## src/rtl/eBike_pkg.sv

```systemverilog
// Shared widths and helpers for the eBike rider-effort conditioning path.
package eBike_pkg;

    localparam int unsigned TORQUE_W    = 12;
    localparam int unsigned CADENCE_W   = 5;
    localparam int unsigned CADENCE_MAX = 31;

    typedef logic [TORQUE_W-1:0]  torque_t;
    typedef logic [CADENCE_W-1:0] cadence_t;

    function automatic cadence_t cadence_sat_inc(input cadence_t v);
        return (v == CADENCE_W'(CADENCE_MAX)) ? v : v + CADENCE_W'(1);
    endfunction

endpackage

```

## src/rtl/cadence_filt.sv

```systemverilog
// Cadence magnet conditioning: two-flop synchronizer, persistence deglitch filter
// and single-cycle rising-edge detector on the filtered level.
module cadence_filt #(
    parameter int unsigned FILT_CYCLES = 1024
) (
    input  logic clk,
    input  logic rst,
    input  logic cadence_raw,
    output logic cad_filt,
    output logic cad_rise
);

    localparam int unsigned CntW = (FILT_CYCLES > 1) ? $clog2(FILT_CYCLES) : 1;

    logic            sync1_q, sync1_d;
    logic            sync2_q, sync2_d;
    logic            filt_q, filt_d;
    logic            filt_prev_q, filt_prev_d;
    logic [CntW-1:0] cnt_q, cnt_d;

    always_comb begin
        sync1_d     = cadence_raw;
        sync2_d     = sync1_q;
        filt_d      = filt_q;
        filt_prev_d = filt_q;
        cnt_d       = cnt_q;
        // The filtered level only moves once the synced level has disagreed
        // with it for FILT_CYCLES consecutive cycles.
        if (sync2_q == filt_q) begin
            cnt_d = '0;
        end else if (cnt_q == CntW'(FILT_CYCLES - 1)) begin
            filt_d = sync2_q;
            cnt_d  = '0;
        end else begin
            cnt_d = cnt_q + CntW'(1);
        end
    end

    always_ff @(posedge clk) begin
        if (rst) begin
            sync1_q     <= 1'b0;
            sync2_q     <= 1'b0;
            filt_q      <= 1'b0;
            filt_prev_q <= 1'b0;
            cnt_q       <= '0;
        end else begin
            sync1_q     <= sync1_d;
            sync2_q     <= sync2_d;
            filt_q      <= filt_d;
            filt_prev_q <= filt_prev_d;
            cnt_q       <= cnt_d;
        end
    end

    assign cad_filt = filt_q;
    assign cad_rise = filt_q & ~filt_prev_q;

endmodule

```

## src/rtl/pedal_sensor_cond.sv

```systemverilog
// Pedal sensor conditioning: strokes per fixed window (cadence / not_pedaling) and a
// per-stroke exponential average of the latched torque sample.
module pedal_sensor_cond
    import eBike_pkg::*;
#(
    parameter int unsigned FILT_CYCLES    = 1024,
    parameter int unsigned WIN_CYCLES     = 16777216,
    parameter int unsigned NOT_PED_THRESH = 2,
    parameter int unsigned AVG_SHIFT      = 5
) (
    input  logic                 clk,
    input  logic                 rst,
    input  logic                 cadence_raw,
    input  logic [TORQUE_W-1:0]  torque,
    input  logic                 torque_vld,
    output logic [TORQUE_W-1:0]  avg_torque,
    output logic [CADENCE_W-1:0] cadence,
    output logic                 not_pedaling
);

    localparam int unsigned AccW = TORQUE_W + AVG_SHIFT;
    localparam int unsigned WinW = (WIN_CYCLES > 1) ? $clog2(WIN_CYCLES) : 1;

    logic cad_filt;
    logic cad_rise;
    logic stroke;

    cadence_filt #(
        .FILT_CYCLES (FILT_CYCLES)
    ) u_cadence_filt (
        .clk         (clk),
        .rst         (rst),
        .cadence_raw (cadence_raw),
        .cad_filt    (cad_filt),
        .cad_rise    (cad_rise)
    );

    // A rise always coincides with a high filtered level; qualifying keeps both taps live.
    assign stroke = cad_rise & cad_filt;

    logic [WinW-1:0] win_q, win_d;
    cadence_t        stroke_cnt_q, stroke_cnt_d;
    cadence_t        cadence_q, cadence_d;
    logic            not_ped_q, not_ped_d;
    torque_t         torque_lat_q, torque_lat_d;
    logic [AccW-1:0] acc_q, acc_d;
    logic            tc;
    cadence_t        stroke_cnt_inc;

    assign tc = (win_q == WinW'(WIN_CYCLES - 1));

    always_comb begin
        win_d          = tc ? '0 : win_q + WinW'(1);
        stroke_cnt_inc = stroke ? cadence_sat_inc(stroke_cnt_q) : stroke_cnt_q;
        stroke_cnt_d   = stroke_cnt_inc;
        cadence_d      = cadence_q;
        not_ped_d      = not_ped_q;
        if (tc) begin
            cadence_d    = stroke_cnt_inc;
            not_ped_d    = (32'(stroke_cnt_inc) < NOT_PED_THRESH);
            stroke_cnt_d = '0;
        end
    end

    always_comb begin
        torque_lat_d = torque_vld ? torque : torque_lat_q;
        acc_d        = acc_q;
        // Uses the pre-update latch, so a sample arriving with the stroke waits a stroke.
        if (stroke) begin
            acc_d = acc_q - (acc_q >> AVG_SHIFT) + AccW'(torque_lat_q);
        end
    end

    always_ff @(posedge clk) begin
        if (rst) begin
            win_q        <= '0;
            stroke_cnt_q <= '0;
            cadence_q    <= '0;
            not_ped_q    <= 1'b1;
            torque_lat_q <= '0;
            acc_q        <= '0;
        end else begin
            win_q        <= win_d;
            stroke_cnt_q <= stroke_cnt_d;
            cadence_q    <= cadence_d;
            not_ped_q    <= not_ped_d;
            torque_lat_q <= torque_lat_d;
            acc_q        <= acc_d;
        end
    end

    assign avg_torque   = acc_q[AccW-1:AVG_SHIFT];
    assign cadence      = cadence_q;
    assign not_pedaling = not_ped_q;

endmodule

```

## config.mk

```make
export PLATFORM = sky130hd
export DESIGN_NAME = pedal_sensor_cond
export DESIGN_NICKNAME = d
export VERILOG_FILES = /design/src/rtl/eBike_pkg.sv /design/src/rtl/cadence_filt.sv /design/src/rtl/pedal_sensor_cond.sv
export SDC_FILE = /design/constraint.sdc
export NUM_CORES = 1
export LEC_CHECK = 0
export ABC_AREA = 1
export BUFFER_PORTS_ARGS = -buffer_cell sky130_fd_sc_hd__buf_2
export CORE_MARGIN = 5
export CORE_UTILIZATION = 30
export DETAILED_ROUTE_END_ITERATION = 10
export GPL_ROUTABILITY_DRIVEN = 0
export PLACE_DENSITY = 0.42
export SLEW_MARGIN = 20
export SYNTH_ARGS = -nofsm -noshare
export SYNTH_HDL_FRONTEND = slang
export SYNTH_HIERARCHICAL = 1
export SYNTH_SLANG_ARGS = --single-unit
export TNS_END_PERCENT = 1
```

## constraint.sdc

```tcl
create_clock -name clk -period 2.85 [get_ports clk]
set_clock_uncertainty 0.2 [all_clocks]
set_input_delay 0.7125 -clock clk [delete_from_list [all_inputs] [get_ports clk]]
set_output_delay 0.7125 -clock clk [all_outputs]
set_load 0.005 [all_outputs]
```

; ---- Yosys cells after proc, flatten, opt, wreduce, memory -nomap -nowiden
; Cells that the tools add are included.
[op_classes]
addsub = 5
order_cmp = 1
n_eq_ne = 4
muxes = 2
bitwise = 4
reduce_logical = 3
[ops]
columns = operator, count
row1 = adder 24 x 1 -> 24 bit (second input constant), 1
row2 = == test 24 bit (second input constant), 1
row3 = adder 17 x 12 -> 17 bit, 1
row4 = subtractor 17 x 12 -> 17 bit, 1
row5 = adder 10 x 1 -> 10 bit (second input constant), 1
row6 = == test 10 bit (second input constant), 1
row7 = two-way mux 5 bit, 2
row8 = adder 5 x 1 -> 5 bit (second input constant), 1
row9 = == test 5 bit (second input constant), 1
row10 = less-than comparator 5 x 2 -> 1 bit (second input constant), 1
row11 = OR reduction 3 bit, 1
row12 = bitwise AND 1 bit, 2
row13 = NOT 1 bit, 2
row14 = AND reduction 2 bit, 1
row15 = OR reduction 2 bit, 1
row16 = == test 1 bit, 1
[totals]
ff_bits = 78
in_bits = 16
out_inout_bits = 18
wordCells = 30

; ---- Depth between registers and ports, before layout
; Gate-level depths: netlist of run 1.
[logic_depth]
ltp_word = 5
ltp_mapped = 15
depth_no_buf = 15

; ---- By module
; The synthesis of run 1 kept the hierarchy.
[modules_own_cells]
columns = module, instances, cells_each, area_per_inst_um2, seq_area_each_um2
row1 = pedal_sensor_cond, 1, 579, 4028.9, 1281.2
row2 = cadence_filt, 1, 81, 655.6, 280.3

; ---- Worst setup path after synthesis of run 1
; Ideal clock, no wire load.
[synth_timing]
path_kind = register to register
startpoint = register acc_q[6]
endpoint = register acc_q[12]
setup_time_ns = 0.109
arrival_ns = 2.101
required_time_ns = 2.541
setup_slack_ns = 0.440
path_stages_with_launch = 15
path_buffers = 0
synth_period_minus_slack_ns = 2.410
cell_sequence = dfxtp_1 > inv_1 > fa_1 > inv_1 > ha_1 > nand2_1 > inv_1 > a21oi_1 > nand2_1 > a21oi_1 > inv_1 > nand2_1 > nand3_1 > nand2_1 > inv_1
[synth_via]
elab_chain_len = 2
[synth_lines]
columns = element, line_no
row1 = start: declaration, pedal_sensor_cond.sv:46  ; logic [AccW-1:0] acc_q, acc_d;
row2 = start signal: assignment, pedal_sensor_cond.sv:81  ; acc_q <= '0;
row3 = start signal: assignment, pedal_sensor_cond.sv:88  ; acc_q <= acc_d;
row4 = subtractor 17 x 12 -> 17 bit, pedal_sensor_cond.sv:70  ; acc_d = acc_q - (acc_q >> AVG_SHIFT) + AccW'(torque_lat_q);
row5 = adder 17 x 12 -> 17 bit, pedal_sensor_cond.sv:70
; Every way passes these cells.
; A chain may end at the register's enable or synchronous reset.

; ---- Worst setup path in the final report of run 1
[layout_timing]
startpoint = register acc_q[6]
endpoint = register acc_q[10]
; Same word-level chain as after synthesis.

==> results.sh, run 1 <==
export IMPL_power_density_mw_per_mm2=492.2
export IMPL_totalPowerFinal_mw=2.616
export IMPL_n_antenna_cell=0
export IMPL_design_area_sq_mm=0.005314
export IMPL_grt_pass1_vias=3723
export IMPL_slew_headroom=0.5785
export IMPL_place_inst=887
export IMPL_wl_per_cell_um=11.98
export IMPL_ir_drop_mv=0.3141
export IMPL_synth_edff_count=0
export IMPL_p_int_mw=1.923
export IMPL_die_w_um=135.0
export IMPL_swShare=0.2649
export IMPL_finalSetupViolations=0
export IMPL_crit_arrival_ns=2.71
export IMPL_initial_core_util=0.3070
export IMPL_end_kind="flip-flop"
export IMPL_yosysSeqAreaShare=0.3333
export IMPL_grt_max_degree=30
export IMPL_crit_type="flip-flop to flip-flop"
export IMPL_clockPowerShare=0.447
export IMPL_power_frac_seq=0.426
export IMPL_chipHeight_um=135.0
export IMPL_firstDrtPassIters=4
export IMPL_cts_root_buf="clkbuf_16"
export IMPL_rsz0062_at_grt="yes"
export IMPL_synthesis_nets=708
export IMPL_path_delay_family="adder cells"
export IMPL_cts_buffers=9
export IMPL_cts_tree="done"
export IMPL_fin_nets=735
export IMPL_crit_chain="inv_1, fa_1, inv_1, ha_1, nand2_1, inv_1, a21oi_1, nand2_2, a21oi_1, inv_1, nand2_1, nand3_1, nand2_1, inv_1"
export IMPL_num_vias=3869
export IMPL_clk_latency_ns=0.35
export IMPL_maxCapViolations=0
export IMPL_switching_power_mw=0.6929
export IMPL_status="completed"
export IMPL_grt_most_used_layer="met2"
export IMPL_cts_buffer_depth=2
export IMPL_cp_num_buf_inv=5
export IMPL_final_antenna_net_count=0
export IMPL_hp_class="flip-flop to flip-flop"
export IMPL_synth_cell_area_sq_mm=0.004684
export IMPL_via_per_inst=4.289
export IMPL_num_rows=45
export IMPL_tightest_slew_ns=0.6316
export IMPL_path_clk_slew_ns=0.06
export IMPL_place_area_sq_mm=0.005010
export IMPL_core_area_sq_mm=0.01526
export IMPL_drt_iter0_drc=225
export IMPL_critPathMaxStageDelay_ns=0.54
export IMPL_worstSetupStartpointType="flip-flop"
export IMPL_synth_cells=660
export IMPL_drv_slew=0
export IMPL_fin_ws_ns=0.1843
export IMPL_grtUsageMet3=0.04024
export IMPL_synth_cell_types=37
export IMPL_antenna_found_initial=0
export IMPL_fmax_mhz=375.1
export IMPL_area_growth_pct=13.43
export IMPL_final_cells=902
export IMPL_ys_seq_elements=78
export IMPL_synth_top_area_frac=0.3333
export IMPL_synth_main_ff_cell="dfxtp_1"
export IMPL_route_detailed_drc=0
export IMPL_combPwrFrac=0.127
export IMPL_gr_total_overflow=0
export IMPL_htreeDepth=3
export IMPL_numPortBuffers=33
export IMPL_period_needed_ns=2.666
export IMPL_syn_avg_cell_area_sq_um=7.098
export IMPL_track_usage=0.1259
export IMPL_wl_um=10810
export IMPL_grt_use_met2=0.1901
export IMPL_critPathSlowestCell="fa_1"
export IMPL_cp_required_ns=2.90
export IMPL_tns_ns=0
export IMPL_async_flop_share=0
export IMPL_min_period_over_period=0.9353
export IMPL_finalHoldViolCount=0
export IMPL_dp_hpwl_um=8563
export IMPL_drive_above_1_share=0.1259
export IMPL_yosysTopAreaCell="dfxtp_1"
export IMPL_ioPinCount=34
export IMPL_yosysWarnings=6
export IMPL_grt_pass1_wl_um=18240
export IMPL_die_area_sq_mm=0.01821
export IMPL_synthTopCellsByArea="dfxtp_1 33%, nand2_1 11%, inv_1 10%"
export IMPL_clock_sinks=78
export IMPL_nFillCells=1649
export IMPL_crit_top_cell="inv_1"
export IMPL_place_ws_ns=0.1855
export IMPL_critPathMaxFanout=4
export IMPL_hold_buffers=0
export IMPL_grtUsageMet1=0.1757
export IMPL_power_leakage_nw=2.415
power groups by stage:
stage | combinational [mW] | sequential (mW) | clock (mW)
2_1_floorplan | 0.249 | 1.14 | 0
3_3_place_gp | 0.330 | 1.14 | 0
3_5_place_dp | 0.330 | 1.14 | 0
4_1_cts | 0.332 | 1.11 | 1.22
5_1_grt | 0.386 | 1.12 | 1.26
6_report | 0.332 | 1.11 | 1.17
logic make-up (layout without fill, tap and decap cells):
| family | after synthesis | in the layout | synth area share |
|---|---|---|---|
| flops | 78 | 78 | 0.3333 |
| xor+xnor | 26 | 26 | 0.04861 |
| compound gates | 98 | 98 | 0.1095 |
| fa+ha+maj | 32 | 32 | 0.1047 |
| buf+inv | 152 | 183 | 0.1360 |
| simple gates | 274 | 274 | 0.2679 |
layout make-up:
type,instances,area [sq um],share of cell area
Clock buffer,10,239.0,0.04497
Clock inverter,5,58.81,0.01107
Inverter,128,480.5,0.09042
Multi-Input combinational cell,430,2492,0.4690
Sequential cell,78,1562,0.2939
Tap cell,211,264.0,0.04968
Timing Repair Buffer,40,217.7,0.04097
cells in the mapped netlist, types with 3 or more instances:
| cell type | count |
|---|---|
| buf_4 | 12 |
| nand3b_1 | 3 |
| fa_1 | 12 |
| nand3_1 | 37 |
| a21oi_1 | 59 |
| xnor2_1 | 12 |
| nand2_1 | 137 |
| o21ai_0 | 31 |
| nor2_2 | 10 |
| nand2_2 | 4 |
| ha_1 | 20 |
| dfxtp_1 | 78 |
| a21oi_2 | 3 |
| nand4_1 | 3 |
| nor3b_1 | 4 |
| clkbuf_1 | 7 |
| xor2_1 | 14 |
| inv_1 | 126 |
| nor3_1 | 7 |
| nor2_4 | 5 |
| nor2_1 | 54 |
per-stage QoR:
stage,utilization,hold WS [ns]
after global routing,0.3483,0.2188
after global placement,0.3283,0.2111
final,0.3483,0.2085
after detailed placement,0.3283,0.2035
after CTS,0.3478,0.2105
after floorplan,-,0.1883
flip-flops by register name (all words and copies together), names as in the netlist:
signal                      flops
u_cadence_filt/filt_prev_q      1
win_q                          24
cadence                         5
acc_q                          17
u_cadence_filt/sync2_q          1
stroke_cnt_q                    5
u_cadence_filt/sync1_q          1
u_cadence_filt/cnt_q           10
not_pedaling                    1
torque_lat_q                   12
u_cadence_filt/cad_filt         1
worst paths after layout:
kind	from	endpoint	slack, ns	depth (start not counted)
setup / recovery	acc_q[6]	acc_q[10]	0.18	14
hold / removal	u_cadence_filt/sync1_q	u_cadence_filt/sync2_q	0.21	2
setup reg to reg	acc_q[6]	acc_q[10]	0.18	14
hold reg to reg	u_cadence_filt/sync1_q	u_cadence_filt/sync2_q	0.21	2
layout by cell type, fill, tap and decap left out, drive strengths merged:
cell	synthesis	layout
bufinv	0	1
nor3	8	8
o21ai	31	31
buf	17	40
xor2	14	14
nor3b	4	4
ha	20	20
nand3b	3	3
or2	2	2
nand3	38	38
clkinvlp	0	2
xnor2	12	12
nor4	3	3
nand2	143	143
clkinv	0	1
inv	128	129
and2	1	1
dfxtp	78	78
o21bai	2	2
a31oi	1	1
clkbuf	7	10
nand4	3	3
fa	12	12
nor2	69	69
o21a	2	2
a21oi	62	62
tightest hold or removal path, stage by stage, from the launching register on:
cell and delay [ns]:
dfxtp_1 0.29, inv_1 0.04, nor2_1 0.03
metal layers:
layer / up-vias / share of wire
li1: 2092 / -
met2: 54 / 0.42
met5: - / 0
met3: 9 / 0.044
met1: 1714 / 0.52
met4: 0 / 0.0092
what timing repair did:
action | 4_1_cts | 5_1_grt
resized for setup | 0 | 2
endpoints found under the setup margin | 0 | 2
buffers inserted | 0 | 0
Note: power is estimated with default switching activity, not from simulation.
==> run 2: changes to the inputs <==
Settings changed: REMOVE_ABC_BUFFERS set to 1.
==> run 2 against run 1 <==
  * Clock power is essentially flat
  * Largest power group unchanged
  * Combinational power increased by 2%
  * Sequential power barely moved
  * Power up 0.68%
  * Flip-flop and latch count is the same
  * Count of clock-buffer cells in the layout up 1
==> results.sh, run 2 (synthesis gave the netlist of run 1 again) <==
export IMPL_route_detailed_drc=0
export IMPL_clock_sinks=78
export IMPL_worstSetupStartpointType="flip-flop"
export IMPL_cts_tree="done"
export IMPL_cts_buffer_depth=2
export IMPL_hold_buffers=0
export IMPL_core_area_sq_mm=0.01526
export IMPL_reg2reg_slack_ns=0.19
export IMPL_finalSetupViolations=0
export IMPL_num_vias=3945
export IMPL_nFillCells=1680
export IMPL_numPortBuffers=33
export IMPL_power_density_mw_per_mm2=495.8
export IMPL_num_rows=45
export IMPL_chipHeight_um=135.0
export IMPL_mostFrequentLayoutCells="136 x nand2_1, 126 x inv_1, 77 x dfxtp_1"
export IMPL_critPathMaxFanout=4
export IMPL_largest_reg_flops=24
export IMPL_final_util=0.3481
export IMPL_area_growth_pct=13.38
export IMPL_path_clk_slew_ns=0.06
export IMPL_via_per_inst=4.378
export IMPL_track_usage=0.1240
export IMPL_maxCapViolations=0
export IMPL_grt_pass1_vias=3686
export IMPL_crit_arrival_ns=2.70
export IMPL_die_area_sq_mm=0.01821
export IMPL_grt_pass1_wl_um=17930
export IMPL_wl_per_cell_um=12.14
export IMPL_top_layer="met4"
export IMPL_met3_length_um=385
export IMPL_reg_largest_list="win_q: 24 flops, acc_q: 17 flops, torque_lat_q: 12 flops"
export IMPL_cts_setup_buffers=0
export IMPL_initial_core_util=0.3070
export IMPL_cts_buffers=9
export IMPL_drt_iter0_drc=221
export IMPL_drive_above_1_share=0.1275
export IMPL_totalPowerFinal_mw=2.633
export IMPL_wl_um=10940
export IMPL_final_common_cell="nand2_1"
export IMPL_min_period_over_period=0.9335
export IMPL_drv_slew=0
export IMPL_clk_latency_ns=0.34
export IMPL_period_needed_ns=2.660
export IMPL_wl_met1_um=5627
export IMPL_fmax_mhz=375.9
export IMPL_cts_root_buf="clkbuf_16"
export IMPL_tightest_slew_ns=0.7244
export IMPL_crit_type="flip-flop to flip-flop"
export IMPL_die_w_um=135.0
export IMPL_slew_headroom=0.5165
export IMPL_finalHoldViolCount=0
export IMPL_ioPinCount=34
export IMPL_n_antenna_cell=0
export IMPL_hp_class="flip-flop to flip-flop"
export IMPL_htreeDepth=3
export IMPL_gr_total_overflow=0
export IMPL_fin_nets=733
export IMPL_rsz0062_at_grt="no"
export IMPL_firstDrtPassIters=4
export IMPL_grt_max_degree=30
export IMPL_antenna_found_initial=0
export IMPL_largest_register="win_q"
export IMPL_final_antenna_net_count=0
export IMPL_ir_drop_mv=0.3131
export IMPL_met2_length_um=4740
export IMPL_tns_ns=0
export IMPL_power_leakage_nw=2.405
export IMPL_status="completed"
export IMPL_end_kind="flip-flop"
export IMPL_cp_required_ns=2.89
export IMPL_dp_hpwl_um=8477
## run 2: final timing paths
path | startpoint | end | depth (start not counted)
setup / recovery | acc_q[7] | acc_q[12] | 14
hold / removal | u_cadence_filt/sync1_q | u_cadence_filt/sync2_q | 2
setup reg to reg | acc_q[7] | acc_q[12] | 14
hold reg to reg | u_cadence_filt/sync1_q | u_cadence_filt/sync2_q | 2
## run 2: area by class of cell
| class | instances | area, sq um | area share |
|---|---|---|---|
| Sequential cell | 78 | 1563 | 0.2942 |
| Clock buffer | 11 | 242.7 | 0.04570 |
| Clock inverter | 5 | 58.81 | 0.01107 |
| Multi-Input combinational cell | 430 | 2500 | 0.4707 |
| Inverter | 128 | 480.5 | 0.09046 |
| Tap cell | 211 | 264.0 | 0.04971 |
| Timing Repair Buffer | 38 | 202.7 | 0.03816 |
## run 2: stage by stage
step / worst slack (ns) / area [sq um] / cells / hold slack [ns]
3_5_place_dp: 0.1252 / 4995 / 885 / 0.2014
5_1_grt: 0.02187 / 5311 / 901 / 0.2574
6_report: 0.1896 / 5311 / 901 / 0.2103
2_1_floorplan: 0.4172 / 4528 / 636 / 0.1883
3_3_place_gp: 0.1448 / 4995 / 885 / 0.1991
4_1_cts: 0.1119 / 5296 / 901 / 0.2117
## run 2: metal layers
metal / GRT usage / vias to the layer above
li1: - / 2085
met1: 0.1738 / 1807
met2: 0.1862 / 44
met3: 0.02496 / 9
met4: 0.05039 / 0
met5: 0 / -
## run 2: power by group
| group | internal, mW | leakage (nW) | switching [mW] | total, mW |
|---|---|---|---|---|
| registers | 1.11 | 0.633 | 0.00726 | 1.11 |
| logic | 0.119 | 1.63 | 0.218 | 0.337 |
| clock network | 0.703 | 0.142 | 0.479 | 1.18 |
## run 2: timing repair
item,4_1_cts,5_1_grt
endpoints found under the hold margin,0,0
resized for setup,0,5
endpoints found under the setup margin,0,6
## run 2: critical path, stage by stage (launching register included)
cell     delay, ns
dfxtp_1       0.40
inv_1         0.11
fa_1          0.54
inv_1         0.04
ha_1          0.35
nand2_1       0.15
inv_1         0.05
a21oi_1       0.16
nand2_2       0.13
a21oi_2       0.16
inv_1         0.05
nand2_1       0.05
nand3_1       0.06
nand2_1       0.06
inv_1         0.03
==> run 3: changes to the inputs <==
Settings changed: BUFFER_PORTS_ARGS -buffer_cell sky130_fd_sc_hd__buf_2 to -buffer_cell sky130_fd_sc_hd__buf_4, CORE_UTILIZATION 30 to 60, PLACE_DENSITY 0.42 to 0.76.
==> run 3 against run 2 <==
  * Sequential share of layout area rose by 0.88 points
  * Count of clock-buffer cells in the layout stayed put
  * Power is 9.6% lower
  * Critical path type unchanged
==> results.sh, run 3 (synthesis gave the netlist of run 1 again) <==
export IMPL_num_vias=4044
export IMPL_cts_root_buf="clkbuf_8"
export IMPL_maxCapViolations=0
export IMPL_dp_hpwl_um=7291
export IMPL_nFillCells=661
export IMPL_fmax_mhz=379.0
export IMPL_drt_iter0_drc=254
export IMPL_final_cells=789
export IMPL_grt_pass1_wl_um=17110
export IMPL_drv_slew=0
export IMPL_place_ws_ns=0.1736
export IMPL_clk_latency_ns=0.36
export IMPL_rsz0062_at_grt="no"
export IMPL_p_int_mw=1.749
export IMPL_grt_max_degree=30
export IMPL_finalHoldViolCount=0
export IMPL_place_area_sq_mm=0.004918
export IMPL_final_common_cell="nand2_1"
export IMPL_die_w_um=98.36
export IMPL_firstDrtPassIters=4
export IMPL_cts_tree="done"
export IMPL_gr_total_overflow=0
export IMPL_chipHeight_um=98.36
export IMPL_swShare=0.2657
export IMPL_antenna_found_initial=0
export IMPL_largest_register="win_q"
export IMPL_tightest_slew_ns=0.6218
export IMPL_min_period_over_period=0.9257
export IMPL_status="completed"
export IMPL_reg_largest_list="win_q: 24 flops, acc_q: 17 flops, torque_lat_q: 12 flops"
export IMPL_place_inst=773
export IMPL_crit_arrival_ns=2.70
export IMPL_tns_ns=0
export IMPL_regArea_sq_mm=0.001564
export IMPL_num_rows=32
export IMPL_critPathMaxFanout=4
export IMPL_grt_pass1_vias=4018
export IMPL_ioPinCount=34
export IMPL_path_clk_slew_ns=0.08
export IMPL_clock_sinks=78
export IMPL_combPwrFrac=0.142
export IMPL_via_per_inst=5.125
export IMPL_clockPowerShare=0.390
export IMPL_mostFrequentLayoutCells="135 x nand2_1, 126 x inv_1, 76 x dfxtp_1"
export IMPL_final_antenna_net_count=0
export IMPL_area_growth_pct=10.18
export IMPL_period_needed_ns=2.638
export IMPL_power_density_mw_per_mm2=461.4
export IMPL_core_area_sq_mm=0.007647
export IMPL_finalSetupViolations=0
export IMPL_ir_drop_mv=0.3089
export IMPL_switching_power_mw=0.6328
export IMPL_largest_reg_flops=24
export IMPL_totalPowerFinal_mw=2.381
export IMPL_design_area_sq_mm=0.005161
export IMPL_n_antenna_cell=0
export IMPL_fin_ws_ns=0.2117
export IMPL_cts_buffers=9
export IMPL_power_leakage_nw=2.375
export IMPL_hp_class="flip-flop to flip-flop"
export IMPL_final_util=0.6749
export IMPL_power_frac_seq=0.468
export IMPL_wl_um=9537
export IMPL_multiInputGateArea_sq_mm=0.002502
export IMPL_cts_buffer_depth=2
export IMPL_die_area_sq_mm=0.009675
export IMPL_htreeDepth=3
export IMPL_worstSetupStartpointType="flip-flop"
export IMPL_fin_nets=730
export IMPL_numPortBuffers=33
export IMPL_drive_above_1_share=0.1266
export IMPL_wl_per_cell_um=12.09
export IMPL_route_detailed_drc=0
export IMPL_track_usage=0.2118
export IMPL_whs_ns=0.2087
export IMPL_crit_type="flip-flop to flip-flop"
export IMPL_cp_required_ns=2.91
export IMPL_initial_core_util=0.6126
export IMPL_slew_headroom=0.5850
export IMPL_end_kind="flip-flop"
[run 3: changes by cell type in the layout (fill, tap and decap cells not counted)]
cell,delta
clkinvlp_4,-2
clkbuf_16,-9
nand2_2,+1
buf_2,-33
bufinv_16,+1
clkinv_4,+1
clkbuf_8,+9
dfxtp_1,-1
nand2_1,-1
dfxtp_2,+1
buf_4,+30
[run 3: final cells by class]
| class | instances | area share |
|---|---|---|
| multi-input combinational | 430 | 0.4848 |
| tap | 102 | 0.02473 |
| inverter | 128 | 0.09309 |
| clock inverter | 5 | 0.01600 |
| clock buffer | 11 | 0.02739 |
| sequential | 78 | 0.3030 |
| timing repair buffer | 35 | 0.05091 |
[run 3: final timing paths]
check / from / to / slack, ns / cells past startpoint
max: acc_q[6] / acc_q[15] / 0.21 / 14
min: u_cadence_filt/sync1_q / u_cadence_filt/sync2_q / 0.21 / 2
max reg2reg: acc_q[6] / acc_q[15] / 0.21 / 14
min reg2reg: u_cadence_filt/sync1_q / u_cadence_filt/sync2_q / 0.21 / 2
[run 3: power groups by stage]
stage	clock (mW)	combinational [mW]	sequential, mW
after detailed placement	0	0.323	1.14
after global placement	0	0.315	1.14
final	0.930	0.339	1.11
after floorplan	0	0.240	1.14
after global routing	1.01	0.387	1.12
after CTS	0.954	0.327	1.11
[run 3: timing repair]
item / 4_1_cts / 5_1_grt
resized for setup: 0 / 7
setup endpoints to repair: 0 / 7
hold buffers: 0 / 0
setup buffers: 0 / 0
[run 3: critical path, stage by stage (launching register included)]
cell,delay (ns)
dfxtp_2,0.37
inv_1,0.08
fa_1,0.53
inv_1,0.04
ha_1,0.37
a21oi_2,0.23
inv_1,0.07
a21oi_1,0.11
nand2_1,0.13
nand2_1,0.11
nand2_1,0.06
nand2_1,0.07
nand3_1,0.07
nand2_1,0.07
inv_1,0.03
[run 3: routing by layer]
| metal | share of wire | track usage | vias up |
|---|---|---|---|
| met4 | 0.029 | 0.1029 | 0 |
| met1 | 0.44 | 0.2472 | 1847 |
| met3 | 0.037 | 0.04643 | 30 |
| li1 | - | - | 2082 |
| met5 | 0 | 0 | - |
| met2 | 0.49 | 0.3661 | 85 |
